==> src/rtl/riscv_pkg.sv <==
// Shared RV32I encodings and pipeline-register types for the memory stage.
package riscv_pkg;

   localparam logic [2:0] F3_B  = 3'b000;
   localparam logic [2:0] F3_H  = 3'b001;
   localparam logic [2:0] F3_W  = 3'b010;
   localparam logic [2:0] F3_BU = 3'b100;
   localparam logic [2:0] F3_HU = 3'b101;

   localparam logic [1:0] RES_ALU = 2'b00;
   localparam logic [1:0] RES_MEM = 2'b01;
   localparam logic [1:0] RES_PC4 = 2'b10;

   typedef enum logic {IDLE, BUSY} mem_state_e;

   typedef struct packed {
      logic        valid;
      logic [4:0]  rd;
      logic        reg_write;
      logic [1:0]  result_src;
      logic [31:0] alu_result;
      logic [31:0] mem_data;
      logic [31:0] pc_plus4;
   } mem_wb_t;

endpackage

==> src/rtl/lsu_align.sv <==
// Byte-lane steering for stores and lane select plus extension for loads.
module lsu_align
   import riscv_pkg::*;
(
   input  logic [2:0]  funct3,
   input  logic [1:0]  addr_lo,
   input  logic [31:0] rs2,
   input  logic [31:0] rdata,
   output logic [3:0]  be,
   output logic [31:0] wdata,
   output logic [31:0] ldata,
   output logic        misaligned
);

   logic [7:0]  byte_l;
   logic [15:0] half_l;

   always_comb begin
      case (addr_lo)
         2'd0:    byte_l = rdata[7:0];
         2'd1:    byte_l = rdata[15:8];
         2'd2:    byte_l = rdata[23:16];
         default: byte_l = rdata[31:24];
      endcase
      half_l = addr_lo[1] ? rdata[31:16] : rdata[15:0];
   end

   // funct3[2] marks the unsigned load variants
   always_comb begin
      be         = '0;
      wdata      = '0;
      ldata      = '0;
      misaligned = 1'b0;
      case (funct3)
         F3_B, F3_BU: begin
            be    = 4'b0001 << addr_lo;
            wdata = {4{rs2[7:0]}};
            ldata = funct3[2] ? {24'b0, byte_l} : {{24{byte_l[7]}}, byte_l};
         end
         F3_H, F3_HU: begin
            be         = addr_lo[1] ? 4'b1100 : 4'b0011;
            wdata      = {2{rs2[15:0]}};
            ldata      = funct3[2] ? {16'b0, half_l} : {{16{half_l[15]}}, half_l};
            misaligned = addr_lo[0];
         end
         F3_W: begin
            be         = 4'b1111;
            wdata      = rs2;
            ldata      = rdata;
            misaligned = |addr_lo;
         end
         default: ;
      endcase
   end

endmodule

==> src/rtl/mem_stage.sv <==
// RV32I memory stage: single-outstanding load/store over a req/ack bus with
// ack timeout, registered MEM/WB bundle, and upstream stall.
module mem_stage
   import riscv_pkg::*;
#(
   parameter int ACK_TIMEOUT = 255
) (
   input  logic        clk,
   input  logic        rst_n,
   input  logic        ex_valid,
   input  logic        ex_mem_read,
   input  logic        ex_mem_write,
   input  logic [2:0]  ex_funct3,
   input  logic [31:0] ex_alu_result,
   input  logic [31:0] ex_rs2_data,
   input  logic [4:0]  ex_rd,
   input  logic        ex_reg_write,
   input  logic [1:0]  ex_result_src,
   input  logic [31:0] ex_pc_plus4,
   output logic        stall_o,
   output logic        dmem_req,
   output logic        dmem_we,
   output logic [31:0] dmem_addr,
   output logic [31:0] dmem_wdata,
   output logic [3:0]  dmem_be,
   input  logic        dmem_ack,
   input  logic [31:0] dmem_rdata,
   output logic        wb_valid,
   output logic [4:0]  wb_rd,
   output logic        wb_reg_write,
   output logic [1:0]  wb_result_src,
   output logic [31:0] wb_alu_result,
   output logic [31:0] wb_mem_data,
   output logic [31:0] wb_pc_plus4,
   output logic        misalign_o,
   output logic        bus_err_o
);

   localparam int CW = $clog2(ACK_TIMEOUT + 1);

   mem_state_e     state;
   logic [CW-1:0]  tmo_cnt;
   mem_wb_t        q_inst, wb_d, wb_q;
   logic [2:0]     q_funct3;
   logic           q_we;
   logic [31:0]    q_wdata;
   logic [3:0]     q_be;

   logic           busy, is_mem, start, mis, expire, done;
   logic [2:0]     al_f3;
   logic [1:0]     al_lo;
   logic [3:0]     al_be;
   logic [31:0]    al_wdata, al_ldata;
   logic           al_mis;

   assign busy   = (state == BUSY);
   assign is_mem = ex_valid & (ex_mem_read | ex_mem_write);

   // IDLE steers the incoming op for lane setup; BUSY reuses the aligner for load data
   assign al_f3 = busy ? q_funct3 : ex_funct3;
   assign al_lo = busy ? q_inst.alu_result[1:0] : ex_alu_result[1:0];

   lsu_align u_align (
      .funct3     (al_f3),
      .addr_lo    (al_lo),
      .rs2        (ex_rs2_data),
      .rdata      (dmem_rdata),
      .be         (al_be),
      .wdata      (al_wdata),
      .ldata      (al_ldata),
      .misaligned (al_mis)
   );

   assign start  = ~busy & is_mem & ~al_mis;
   assign mis    = ~busy & is_mem & al_mis;
   assign expire = busy & ~dmem_ack & (tmo_cnt == CW'(ACK_TIMEOUT - 1));
   assign done   = busy & (dmem_ack | expire);

   assign stall_o    = rst_n & (start | (busy & ~done));
   assign dmem_req   = busy;
   assign dmem_we    = busy & q_we;
   assign dmem_addr  = busy ? {q_inst.alu_result[31:2], 2'b00} : '0;
   assign dmem_wdata = busy ? q_wdata : '0;
   assign dmem_be    = busy ? q_be : '0;

   always_comb begin
      wb_d = '0;
      if (busy) begin
         if (done) begin
            wb_d = q_inst;
            wb_d.reg_write = q_inst.reg_write & dmem_ack & ~q_we;
            wb_d.mem_data  = (dmem_ack & ~q_we) ? al_ldata : '0;
         end
      end else if (!start) begin
         wb_d.valid      = ex_valid;
         wb_d.rd         = ex_rd;
         wb_d.reg_write  = ex_valid & ex_reg_write & ~mis;
         wb_d.result_src = ex_result_src;
         wb_d.alu_result = ex_alu_result;
         wb_d.pc_plus4   = ex_pc_plus4;
      end
   end

   always_ff @(posedge clk or negedge rst_n) begin
      if (!rst_n) begin
         state      <= IDLE;
         tmo_cnt    <= '0;
         q_inst     <= '0;
         q_funct3   <= '0;
         q_we       <= 1'b0;
         q_wdata    <= '0;
         q_be       <= '0;
         wb_q       <= '0;
         misalign_o <= 1'b0;
         bus_err_o  <= 1'b0;
      end else begin
         wb_q       <= wb_d;
         misalign_o <= mis;
         bus_err_o  <= expire;
         if (start) begin
            state    <= BUSY;
            tmo_cnt  <= '0;
            q_inst   <= '{valid: 1'b1, rd: ex_rd, reg_write: ex_reg_write,
                          result_src: ex_result_src, alu_result: ex_alu_result,
                          mem_data: 32'h0, pc_plus4: ex_pc_plus4};
            q_funct3 <= ex_funct3;
            q_we     <= ex_mem_write;
            q_wdata  <= ex_mem_write ? al_wdata : '0;
            q_be     <= al_be;
         end else if (done) begin
            state <= IDLE;
         end else if (busy) begin
            tmo_cnt <= tmo_cnt + CW'(1);
         end
      end
   end

   assign wb_valid      = wb_q.valid;
   assign wb_rd         = wb_q.rd;
   assign wb_reg_write  = wb_q.reg_write;
   assign wb_result_src = wb_q.result_src;
   assign wb_alu_result = wb_q.alu_result;
   assign wb_mem_data   = wb_q.mem_data;
   assign wb_pc_plus4   = wb_q.pc_plus4;

endmodule

==> config.mk <==
export PLATFORM = sky130hd
export DESIGN_NAME = mem_stage
export DESIGN_NICKNAME = d
export VERILOG_FILES = /design/src/rtl/riscv_pkg.sv /design/src/rtl/lsu_align.sv /design/src/rtl/mem_stage.sv
export SDC_FILE = /design/constraint.sdc
export NUM_CORES = 1
export LEC_CHECK = 0
export BUFFER_PORTS_ARGS = -buffer_cell sky130_fd_sc_hd__clkbuf_2
export CORE_MARGIN = 3
export CORE_UTILIZATION = 46
export CTS_CLUSTER_SIZE = 10
export DETAILED_ROUTE_END_ITERATION = 16
export PLACE_DENSITY = 0.82
export SLEW_MARGIN = 20
export SYNTH_ARGS = -nofsm -noshare
export SYNTH_HDL_FRONTEND = slang
export SYNTH_SLANG_ARGS = --single-unit
==> constraint.sdc <==
create_clock -name clk -period 2.1 [get_ports clk]
set_input_delay 0.21 -clock clk [delete_from_list [all_inputs] [get_ports clk]]
set_output_delay 0.21 -clock clk [all_outputs]
set_load 0.03 [all_outputs]
== After elaboration in Yosys (flattened, before gate mapping) ==
Index checks and enable logic that the tools add are counted.

* Logic and storage cells: 90
* Register bits: 229
* Bits of input ports: 145

* Reduce and logical (&&, ||, !) cells: 8
* Bitwise logic cells: 24
* Mux-type cells: 27
* Add/sub/neg operators: 1
* Shift-type cells: 1
* Equal/unequal tests: 8

{| class="wikitable"
|+ Operators by type and width
! cell !! number
|-
| 2-to-1 mux 32 bit || 9
|-
| one-hot mux 32 bit (3 select lines) || 2
|-
| 2-to-1 mux 105 bit || 1
|-
| 2-to-1 mux 41 bit || 2
|-
| 2-to-1 mux 8 bit || 3
|-
| one-hot mux 8 bit (3 select lines) || 1
|-
| 2-to-1 mux 16 bit || 1
|-
| AND 1 bit || 15
|-
| one-hot mux 4 bit (3 select lines) || 1
|-
| adder 8 x 1 -> 8 bit, second input constant || 1
|-
| == test 8 bit, second input constant || 1
|-
| 2-to-1 mux 4 bit || 2
|-
| == test 3 bit, second input constant || 2
|-
| inverter 1 bit || 6
|-
| OR reduction 2 bit || 3
|-
| nonzero test 2 bit || 2
|-
| << shifter 1 x 2 -> 4 bit, first input constant || 1
|-
| == test 3 x 1 -> 1 bit, second input constant || 1
|-
| == test 3 x 2 -> 1 bit, second input constant || 1
|-
| zero test 3 bit || 1
|-
| 2-to-1 mux 3 bit || 1
|-
| OR 1 bit || 3
|-
| == test 2 x 1 -> 1 bit, second input constant || 1
|-
| == test 2 bit, second input constant || 1
|-
| 6 further kinds || 7
|}

== Logic depth before layout (Yosys ltp) ==
Gate-level depths: netlist of run 1.

* Depth after elaboration: 9
* Depth in mapped cells: 10
* Mapped depth without buffers: 6

== Hierarchy ==
From an unflattened synthesis of run 1, not the netlist that was laid out.

* Cell total of the unflattened synthesis: 1064
* Area total of the unflattened synthesis: 10451.3 µm²

{| class="wikitable"
|+ Modules (own cells, without submodules)
! module !! area each (µm²) !! instances !! cells each
|-
| mem_stage || 8996.1 || 1 || 852
|-
| lsu_align || 1455.1 || 1 || 212
|}

== Least setup slack after synthesis of run 1 ==
OpenSTA, ideal clock, no wires.

* Path type: register to output
* Start: reg state (netlist: dmem_req)
* End: out stall_o
* Required time: 1.890 ns
* Arrival time: 2.182 ns
* Slack: -0.292 ns
* Stages on the path, launching flop included: 8
* Cells stage by stage: dfrtp_1 buf_6 mux2_2 a2111oi_4 nor3_2 buf_2 or2_1 and2_1

* Longest elaborated chain between the ends: 8
* Elaborated cells on any way between the ends: 20
* Those cells by class: 3 x eq/ne; 3 x mux; 12 x bitwise; 2 x reduce/logical

{| class="wikitable"
|+ Ends and longest elaborated chain
! element !! RTL line !! source
|-
| start: declaration || mem_stage.sv:41 || <nowiki>mem_state_e state;</nowiki>
|-
| start signal: assignment || mem_stage.sv:106 || <nowiki>state <= IDLE;</nowiki>
|-
| start signal: assignment || mem_stage.sv:121 || <nowiki>state <= BUSY;</nowiki>
|-
| start signal: assignment || mem_stage.sv:131 || <nowiki>state <= IDLE;</nowiki>
|-
| 2-to-1 mux 3 bit or AND 1 bit (tied branches) || mem_stage.sv:60, mem_stage.sv:76 ||
|-
| == test 3 x 1 -> 1 bit (tied with other cells) || lsu_align.sv:34 || <nowiki>case (funct3)</nowiki>
|-
| OR reduction 2 bit or OR 1 bit (tied branches) || lsu_align.sv:34, mem_stage.sv:77 ||
|-
| one-hot mux 1 bit (2 select lines) or AND 1 bit (tied branches) || lsu_align.sv:34, mem_stage.sv:77 ||
|-
| inverter 1 bit (on tied branches) || mem_stage.sv:74, mem_stage.sv:79 ||
|-
| AND 1 bit (on tied branches) || mem_stage.sv:74, mem_stage.sv:79 ||
|-
| OR 1 bit * || mem_stage.sv:79 || <nowiki>assign stall_o = rst_n & (start | (busy & ~done));</nowiki>
|-
| AND 1 bit * || mem_stage.sv:79 ||
|-
| end: declaration || mem_stage.sv:20 || <nowiki>output logic stall_o,</nowiki>
|}

Every way passes the cells marked *; elsewhere a longest branch is shown, timed or not.

== Final worst setup path of run 1 ==
Same ends and word-level chain as after synthesis.

==> results of run 1 <==
==> metrics by stage <==
step | hold WS (ns) | TNS [ns]
6_report | 0.01085 | -83.18
5_1_grt | 0.02444 | -95.19
3_5_place_dp | 0.07477 | -23.41
3_3_place_gp | 0.06906 | -16.03
4_1_cts | 0.0004680 | -50.57
2_1_floorplan | -0.08559 | -0.9931
==> critical path, stage by stage, from the launching register on <==
cell,delay [ns]
dfrtp_4,0.54
mux2_4,0.35
a2111oi_4,0.42
nor3_4,0.07
or2_4,0.26
and2_4,0.15
buf_8,0.13
==> layout make-up <==
| cell class | count | area [um2] |
|---|---|---|
| sequential | 229 | 5734 |
| timing repair buffer | 591 | 5574 |
| multi-input combinational | 687 | 5438 |
| fill | 1055 | 3486 |
| clock buffer | 30 | 696.9 |
| tap | 275 | 344.1 |
| clock inverter | 3 | 55.05 |
| inverter | 6 | 22.52 |
| antenna | 1 | 2.502 |
==> per-layer routing <==
metal  GRT usage  share of wire  vias up
met5           0        0.00027        -
met4      0.1098          0.063        2
met3     0.05708          0.097      264
met2      0.4933           0.49      915
met1      0.3641           0.35     5408
li1            -              -     4537
==> cells in the mapped netlist (3+ instances only) <==
| master | count | share of area |
|---|---|---|
| o211ai_1 | 4 | 0.0030 |
| nand4_1 | 4 | 0.0025 |
| o21bai_1 | 8 | 0.0059 |
| clkbuf_1 | 29 | 0.011 |
| nand3_1 | 21 | 0.010 |
| xor2_1 | 6 | 0.0052 |
| a221oi_1 | 8 | 0.0069 |
| a21oi_1 | 36 | 0.018 |
| inv_1 | 5 | 0.0019 |
| o22ai_1 | 7 | 0.0043 |
| o32ai_1 | 7 | 0.0061 |
| buf_4 | 8 | 0.0059 |
| nor2_1 | 32 | 0.012 |
| nor3_2 | 4 | 0.0040 |
| a22o_1 | 79 | 0.068 |
| buf_2 | 28 | 0.014 |
| o21a_1 | 3 | 0.0022 |
| a22oi_1 | 16 | 0.012 |
| mux2i_4 | 3 | 0.0067 |
| and2_1 | 70 | 0.043 |
| nand2_1 | 284 | 0.11 |
| nor2b_1 | 4 | 0.0025 |
| buf_6 | 4 | 0.0044 |
| a211oi_1 | 7 | 0.0052 |
| dfrtp_1 | 229 | 0.57 |
| a31oi_1 | 3 | 0.0019 |
| nand2b_1 | 5 | 0.0031 |
| o21ai_0 | 12 | 0.0059 |
| a211o_1 | 16 | 0.014 |
==> state kept, by name, indices dropped and copies added, names as in the netlist <==
name	count
bus_err_o	1
dmem_req	1
misalign_o	1
q_be	4
q_funct3	3
q_inst	73
q_wdata	32
q_we	1
tmo_cnt	8
wb_alu_result	32
wb_mem_data	32
wb_pc_plus4	32
wb_rd	5
wb_reg_write	1
wb_result_src	2
wb_valid	1
==> worst min-delay path by stage <==
stage | startpoint | endpoint | slack, ns | cells past startpoint
finish | dmem_rdata[9] | wb_mem_data[9] | 0.01 | 3
global route | dmem_rdata[11] | wb_mem_data[11] | 0.02 | 3
CTS | dmem_rdata[10] | wb_mem_data[10] | 0.0005 | 3
detailed placement | rst_n | q_be[3] | 0.07 | 1
global placement | rst_n | q_be[3] | 0.07 | 1
floorplan | rst_n | bus_err_o | -0.09 | 0
==> cells by family (layout without fill, tap and decap cells) <==
kind of cell,after synthesis,in the layout,share of synthesized area
AND/OR/NAND/NOR,440,441,0.1967
adder cells (fa/ha/maj),2,2,0.002471
multiplexers,8,8,0.01310
XOR/XNOR,7,7,0.006055
buffers and inverters,78,630,0.03942
AO/OA/AOI/OAI,227,227,0.1760
flip-flops,229,229,0.5659
other,1,3,0.0003703
==> what timing repair did <==
| action | 4_1_cts | 5_1_grt |
|---|---|---|
| pin swaps | 26 | 184 |
| buffers inserted | 25 | 31 |
| hold endpoints to repair | 415 | 2 |
| setup endpoints to repair | 232 | 278 |
| gates cloned | 12 | 37 |
| hold buffers | 114 | 2 |
| resized for setup | 93 | 565 |
==> where the power goes <==
part / switching (uW) / internal [uW]
sequential: 1490 / 6060
clock: 1830 / 2450
combinational: 7860 / 6450
==> results.txt, run 1 <==
----------------------------------------------------
[Outcome]
  Outcome ... complete, but fails checks
  Failing checks ... negative setup slack

[Logic synthesis]
  Number of register bits inferred by synthesis ... 229
  Synth warnings ... 0
  Share of flip-flops with an asynchronous set or reset ... 1.000
  Cell count after synthesis ... 992
  Portion of the post-synthesis area used by sequential elements ... 0.5659
  Post-synth cell types ... 69
  Post-synth EDFFs ... 0
  Mean instance size in the synthesized netlist ... 10.21 um2
  Combined area of all synthesized cells ... 10130 um2
  Dominant synthesized flop cell ... dfrtp_1

[Global route]
  Via count of the first global-routing pass ... 10280
  First-pass GRT wire length ... 55.85 mm
  Number of antenna violations at the first check in global routing ... 1
  Total congestion overflow ... 0
  Overall track demand over capacity in global routing ... 0.2886
  Maximum number of pins on one net before global-route repair ... 90

[Worst setup path]
  RR Startpoint ... dmem_req
  Cell count of the worst reg-to-reg path ... 11
  Crit start category ... flop
  Type of the setup path with the least slack ... flop to output port
  CP startpoint ... dmem_req
  Nature of the critical path endpoint ... output port
  Maximum fanout along the worst path ... 6
  Reg2reg end ... q_wdata[13]
  Minimum setup slack among reg-to-reg paths ... -0.42 ns
  End of the critical path ... stall_o
  Required time worst endpoint ... 1.89 ns
  Data arrival time at the worst-slack endpoint ... 2.47 ns

[Floorplan]
  DIE HEIGHT ... 154.4 um
  Total number of placement rows ... 53
  DIE AREA ... 23830 um2
  Core Box Area ... 21350 um2
  I/O pin cnt ... 323
  Die outline width ... 154.4 um
  Starting density of the core ... 0.4742

[Layout]
  Non-Filler Cell Area, Final ... 17870 um2
  Final net count ... 1689
  Area delta synth->final ... 76.45%
  Most common cell after layout, fill and taps aside ... clkbuf_2
  Post-Layout Cell Count ... 1822
  Top library cells by usage in the layout, fill and taps aside ... clkbuf_2, dfrtp_1, nand2_1
  Final core utilization ... 0.8368
  Fraction of layout instances using a drive strength above 1 ... 0.5323

[STA]
  Post-Route Skew ... 0.01316 ns
  Worst Max-Slew Pin Slew ... 0.6789 ns
  Slew headroom ... 0.5469
  PnR worst setup slack ... -0.5778 ns
  Final setup viols ... 278
  Unrepaired setup endpoints after global routing ... yes
  Share of the clock period used by the worst path after layout ... 1.275
  Final hold violations ... 0
  Max Slew Vio Count ... 0
  Min cycle time layout ... 2.678 ns
  Fmax ... 373.4 MHz

[Clock network]
  Clock latency of the later-clocked register in the worst-skew pair ... 0.55 ns
  Deepest clock path buffer count ... 3
  CTS tree ... built
  Total clock buffers created by CTS ... 27
  Num Clock Sinks ... 229
  Level count of the clock H-tree ... 1
  CTS clock-pin slew for the worst setup and hold paths ... 0.06 ns
  Clock root buffer master ... clkbuf_16

[Hold path]
  Hold WC Path Type ... primary input to flop

[Placed design]
  Dpl hpwl ... 20.46 mm
  Placement-stage worst setup slack ... -0.2459 ns
  Port Buffers ... 320
  GPL Wtd Cong ... 0.8560
  Cell Count Post-Placement ... 1580
  DP Area ... 12500 um2

[Route]
  Total length of routed wires ... 47.62 mm
  Total via count in the routed design ... 11130
  Detailed Route Iter0 Violations ... 863
  Wirelength per Cell ... 26.13 um
  Avg Vias per Cell ... 6.106
  Post-detailed-route count of antenna-violating nets ... 0
  DRC errors left ... 0
  Number of iterations in the first detailed-routing pass ... 6

[Pwr]
  Total leakage power ... 0.008934 uW
  Worst ir drop on vdd ... 0.9021 mV
  Final Total Pwr ... 26150 uW
  Power Density ... 1464 nW/um2

[Run]
  Reported max-cap violation count ... 0

----------------------------------------------------
Power figures use the tool's default switching activity.
==> run 2: changes to the inputs <==
Settings changed: CORE_UTILIZATION 46 to 55, PLACE_DENSITY 0.82 to 0.91.
Clock period 2.1 ns to 3.2 ns, I/O delays scaled along.
==> results.txt, run 2 (same netlist as run 1, synthesis figures left out) <==
----------------------------------------------------
[STA]
  Share of the clock period used by the worst path after layout ... 0.9287
  Unrepaired setup endpoints after global routing ... no
  Summed negative setup slack over all endpoints ... 0 ns
  Final setup viols ... 0
  Slew headroom ... 0.4266
  Max Slew Vio Count ... 0
  Min cycle time layout ... 2.972 ns
  Final hold violations ... 0
  Post-Route Skew ... 0.01320 ns
  Fmax ... 336.5 MHz
  Worst Max-Slew Pin Slew ... 0.8580 ns
  PnR worst setup slack ... 0.2282 ns

[Floorplan]
  DIE HEIGHT ... 141.7 um
  Die outline width ... 141.7 um
  Core Box Area ... 17660 um2
  Starting density of the core ... 0.5735
  DIE AREA ... 20070 um2
  Total number of placement rows ... 48
  I/O pin cnt ... 323

[Global route]
  Via count of the first global-routing pass ... 8902
  First-pass GRT wire length ... 46.80 mm
  Overall track demand over capacity in global routing ... 0.2873
  Maximum number of pins on one net before global-route repair ... 105
  Number of antenna violations at the first check in global routing ... 0
  Total congestion overflow ... 0

[Worst setup path]
  Worst-path cell with the longest stage delay ... mux2_2
  Crit start category ... flop
  Stage delay of the slowest cell on the critical path ... 0.49 ns
  Cell Chain, Critical Path ... mux2_2, a2111oi_4, nor3_4, or2_1, and2_1, clkbuf_2
  CP top delay family ... simple AND/OR/NAND/NOR gates
  Type of the setup path with the least slack ... flop to output port
  Maximum fanout along the worst path ... 13
  Buffering stage count on the worst path with inverters included ... 1
  Nature of the critical path endpoint ... output port
  Data arrival time at the worst-slack endpoint ... 2.65 ns
  Required time worst endpoint ... 2.88 ns

[Clock network]
  CTS tree ... built
  Clock root buffer master ... clkbuf_16
  Clock latency of the later-clocked register in the worst-skew pair ... 0.53 ns
  Level count of the clock H-tree ... 1
  CTS clock-pin slew for the worst setup and hold paths ... 0.06 ns
  Total clock buffers created by CTS ... 27
  Deepest clock path buffer count ... 3
  Num Clock Sinks ... 229

[Pwr]
  Internal power component ... 7197 uW
  Power Density ... 966.8 nW/um2
  Switching portion of total power ... 0.4223
  NetSw ... 5261 uW
  Total leakage power ... 0.006916 uW
  Portion of total power attributed to sequential cells ... 0.369
  Clock network power share ... 0.212
  Worst ir drop on vdd ... 0.7824 mV
  Combinational fraction of design power ... 0.419

[Layout]
  Reg area ... 5734 um2
  Top library cells by usage in the layout, fill and taps aside ... clkbuf_2, nand2_1, dfrtp_1
  Non-Filler Cell Area, Final ... 12890 um2
  Most common cell after layout, fill and taps aside ... clkbuf_2
  Area delta synth->final ... 27.26%
  Final net count ... 1467
  Diode insertion count for antenna repair ... 0
  Fraction of layout instances using a drive strength above 1 ... 0.3072
  Area of the multi-input gates ... 4028 um2
  Max FFs per register ... 73
  Filler cell count in the final layout ... 1276
  Post-Layout Cell Count ... 1550
  Most flop-heavy register ... q_inst

[Hold path]
  Hold WC Path Type ... primary input to flop

[Placed design]
  GPL Wtd Cong ... 0.8742
  Port Buffers ... 320
  Cell Count Post-Placement ... 1487
  DP Area ... 11870 um2
  Dpl hpwl ... 20.21 mm
  Placement-stage worst setup slack ... 0.3960 ns

[Route]
  Post-detailed-route count of antenna-violating nets ... 0
  Total length of routed wires ... 29.69 mm
  Wirelength per Cell ... 19.15 um
  Total via count in the routed design ... 9028
  Detailed Route Iter0 Violations ... 938
  Number of iterations in the first detailed-routing pass ... 5
  DRC errors left ... 0
  Avg Vias per Cell ... 5.825

[Run]
  Reported max-cap violation count ... 0

[Outcome]
  Outcome ... finished, final reports clean

----------------------------------------------------
[run 2: cell count changes in the layout (fill, tap and decap cells not counted), sizes merged]
| cell | before | now |
|---|---|---|
| buf | 182 | 26 |
| bufinv | 1 | 0 |
| clkinv | 2 | 3 |
| diode | 1 | 0 |
| dlygate4sd3 | 116 | 25 |
| clkbuf | 323 | 350 |
| or3 | 3 | 2 |
[run 2: worst paths after layout]
| path | startpoint | endpoint | slack [ns] | depth (start not counted) |
|---|---|---|---|---|
| setup / recovery | dmem_req | stall_o | 0.23 | 6 |
| hold / removal | ex_pc_plus4[8] | q_inst[8] | 0.02 | 3 |
| setup reg to reg | dmem_req | q_inst[10] | 0.37 | 8 |
| hold reg to reg | q_wdata[2] | q_wdata[2] | 0.46 | 2 |
| max in group asynchronous | rst_n | dmem_req | 1.92 | 3 |
| min in group asynchronous | rst_n | wb_alu_result[24] | 0.29 | 2 |
[run 2: power groups by stage]
stage	clock network, uW	logic, uW	registers [uW]
after floorplan	0	2910	5240
final	2640	5210	4600
after global placement	0	4930	4610
after detailed placement	0	5050	4650
after CTS	2680	5140	4600
after global routing	2810	5620	4720
[run 2: what timing repair did]
item / 4_1_cts / 5_1_grt
buffers inserted: 1 / 3
resized for setup: 0 / 1
hold endpoints to repair: 80 / 0
hold buffers: 25 / 0
setup endpoints to repair: 1 / 1
[run 2: worst reg2reg max path: cells and delay by family (launching register included)]
| family | cells | cell delay (ns) |
|---|---|---|
| buf+inv | 3 | 1.22 |
| flops | 1 | 0.52 |
| simple gates | 3 | 0.50 |
| compound gates | 1 | 0.16 |
| mux | 1 | 0.37 |
[run 2: per-stage QoR]
stage / hold slack, ns / power (uW) / utilization
4_1_cts: 0.00006933 / 12420 / 0.7283
6_report: 0.01626 / 12460 / 0.7298
2_1_floorplan: 0.02441 / 8148 / -
5_1_grt: 0.006425 / 13150 / 0.7298
3_3_place_gp: 0.2726 / 9541 / 0.6724
3_5_place_dp: 0.2691 / 9704 / 0.6724
[run 2: final cells by class]
type,count,share of cell area
sequential,229,0.4450
multi-input combinational,686,0.3126
timing repair buffer,370,0.1622
clock buffer,31,0.05515
tap,225,0.02185
inverter,6,0.001748
clock inverter,3,0.001456
[run 2: layer usage]
metal / GRT usage / vias up / routed length [um] / part of all wire
met2: 0.4923 / 527 / 14570 / 0.49
met4: 0.09747 / 0 / 1187 / 0.040
met5: 0 / - / 0 / 0
met3: 0.06100 / 100 / 2758 / 0.093
li1: - / 4068 / - / -
met1: 0.3642 / 4333 / 11170 / 0.38
==> run 3: changes to the inputs <==
Settings changed: CORE_UTILIZATION 55 to 46, PLACE_DENSITY 0.91 to 0.82.
Clock period 3.2 ns to 2.6 ns, I/O delays scaled along.
==> results.txt, run 3 (same netlist as run 1, synthesis figures left out) <==
----------------------------------------------------
[Clock network]
  CTS clock-pin slew for the worst setup and hold paths ... 0.06 ns
  CTS tree ... built
  Clock root buffer master ... clkbuf_16
  Num Clock Sinks ... 229
  Level count of the clock H-tree ... 1
  Clock latency of the later-clocked register in the worst-skew pair ... 0.53 ns
  Total clock buffers created by CTS ... 27
  Deepest clock path buffer count ... 3

[STA]
  Max Slew Vio Count ... 0
  Post-Route Skew ... 0.01124 ns
  Share of the clock period used by the worst path after layout ... 1.042
  Unrepaired setup endpoints after global routing ... yes
  Summed negative setup slack over all endpoints ... -0.1103 ns
  Final setup viols ... 1
  Worst Max-Slew Pin Slew ... 0.8499 ns
  Slew headroom ... 0.4334
  Min cycle time layout ... 2.710 ns
  Fmax ... 369.0 MHz
  Post-Route Hold Slack ... 0.02389 ns
  Final hold violations ... 0
  PnR worst setup slack ... -0.1103 ns

[Layout]
  Final net count ... 1555
  Final core utilization ... 0.6518
  Filler cell count in the final layout ... 1582
  Most flop-heavy register ... q_inst
  Most common cell after layout, fill and taps aside ... clkbuf_2
  Top library cells by usage in the layout, fill and taps aside ... clkbuf_2, nand2_1, dfrtp_1
  Non-Filler Cell Area, Final ... 13920 um2
  Fraction of layout instances using a drive strength above 1 ... 0.3055
  Area delta synth->final ... 37.45%
  Max FFs per register ... 73
  Diode insertion count for antenna repair ... 0

[Pwr]
  Clock network power share ... 0.211
  Combinational fraction of design power ... 0.431
  Portion of total power attributed to sequential cells ... 0.358
  Switching portion of total power ... 0.4165
  Internal power component ... 9231 uW
  NetSw ... 6589 uW
  Power Density ... 1137 nW/um2
  Total leakage power ... 0.007345 uW
  Worst ir drop on vdd ... 0.6090 mV

[Placed design]
  Placement-stage worst setup slack ... -0.06157 ns
  Dpl hpwl ... 20.30 mm
  Port Buffers ... 320
  GPL Wtd Cong ... 0.8733
  DP Area ... 12090 um2

[Worst setup path]
  Maximum fanout along the worst path ... 6
  Worst-path cell with the longest stage delay ... dfrtp_4
  CP startpoint ... dmem_req
  Nature of the critical path endpoint ... output port
  Buffering stage count on the worst path with inverters included ... 2
  RR Startpoint ... dmem_req
  Required time worst endpoint ... 2.34 ns
  Crit start category ... flop
  CP top delay family ... flip-flops
  Type of the setup path with the least slack ... flop to output port
  Stage delay of the slowest cell on the critical path ... 0.52 ns
  Cell Chain, Critical Path ... buf_12, mux2i_4, a2111oi_4, nor3_4, or2_1, and2_4, buf_8
  Data arrival time at the worst-slack endpoint ... 2.45 ns

[Global route]
  Maximum number of pins on one net before global-route repair ... 143
  First-pass GRT wire length ... 49.29 mm
  Via count of the first global-routing pass ... 9334
  Overall track demand over capacity in global routing ... 0.2522
  Total congestion overflow ... 0
  Number of antenna violations at the first check in global routing ... 0

[Hold path]
  Hold WC Path Type ... primary input to flop
  Worst hold path startpoint ... ex_rs2_data[0]

[Floorplan]
  I/O pin cnt ... 323
  Core Box Area ... 21350 um2
  DIE AREA ... 23830 um2
  Total number of placement rows ... 53
  Starting density of the core ... 0.4742
  DIE HEIGHT ... 154.4 um
  Die outline width ... 154.4 um

[Route]
  Total via count in the routed design ... 9382
  Total length of routed wires ... 31.48 mm
  Number of iterations in the first detailed-routing pass ... 5
  Wire length on met2 ... 15.98 mm
  Avg Vias per Cell ... 5.555
  Detailed Route Iter0 Violations ... 804
  Wire length on met3 ... 2.281 mm
  Uppermost signal routing layer after detailed routing ... met4
  Wirelength per Cell ... 18.64 um
  Routed metal-1 wire length ... 11.92 mm
  Post-detailed-route count of antenna-violating nets ... 0
  DRC errors left ... 0

[Run]
  Reported max-cap violation count ... 0

[Outcome]
  Outcome ... complete, but fails checks
  Failing checks ... negative setup slack

----------------------------------------------------
==> run 3: worst register-to-register path: cells and delay by family, from the launching register on <==
family | cells | cell delay (ns)
compound gates | 4 | 1.16
flops | 1 | 0.52
buf+inv | 5 | 0.77
==> run 3: path summary, 6_finish.rpt <==
| kind | to | slack, ns | depth (start not counted) |
|---|---|---|---|
| min in group asynchronous | q_be[3] | 0.41 | 3 |
| setup reg to reg | wb_mem_data[23] | 0.09 | 9 |
| setup / recovery | stall_o | -0.11 | 7 |
| hold / removal | q_wdata[0] | 0.02 | 3 |
| hold reg to reg | q_wdata[2] | 0.46 | 2 |
| max in group asynchronous | wb_pc_plus4[24] | 1.42 | 3 |
==> run 3: through the flow <==
stage | power [uW] | std cells
CTS | 15740 | 1687
finish | 15820 | 1689
floorplan | 10030 | 993
detailed placement | 12110 | 1551
global placement | 11900 | 1551
global route | 16670 | 1689
==> run 3: metal layers <==
| layer | up-vias | GRT usage |
|---|---|---|
| li1 | 4230 | - |
| met1 | 4544 | 0.3123 |
| met2 | 501 | 0.4405 |
| met3 | 107 | 0.04029 |
| met4 | 0 | 0.1039 |
| met5 | - | 0 |
==> run 3: power groups by stage <==
stage / registers [uW] / clock network [uW] / logic, uW
6_report: 5660 / 3350 / 6810
5_1_grt: 5780 / 3570 / 7320
4_1_cts: 5620 / 3420 / 6710
3_5_place_dp: 5700 / 0 / 6410
3_3_place_gp: 5620 / 0 / 6280
2_1_floorplan: 6440 / 0 / 3590
==> run 3: repair_timing <==
item | CTS | global route
buffers inserted | 10 | 2
hold buffers | 91 | 0
setup endpoints to repair | 17 | 67
pin swaps | 4 | 1
gates resized for setup | 5 | 8
hold endpoints to repair | 387 | 0
==> run 3: area by class of cell <==
class / count / area [um2] / area share
Sequential cell: 229 / 5734 / 0.4120
Multi-Input combinational cell: 686 / 4054 / 0.2913
Timing Repair Buffer: 458 / 2998 / 0.2154
Clock buffer: 34 / 742.0 / 0.05331
Tap cell: 275 / 344.1 / 0.02472
Inverter: 6 / 26.28 / 0.001888
Clock inverter: 1 / 20.02 / 0.001438
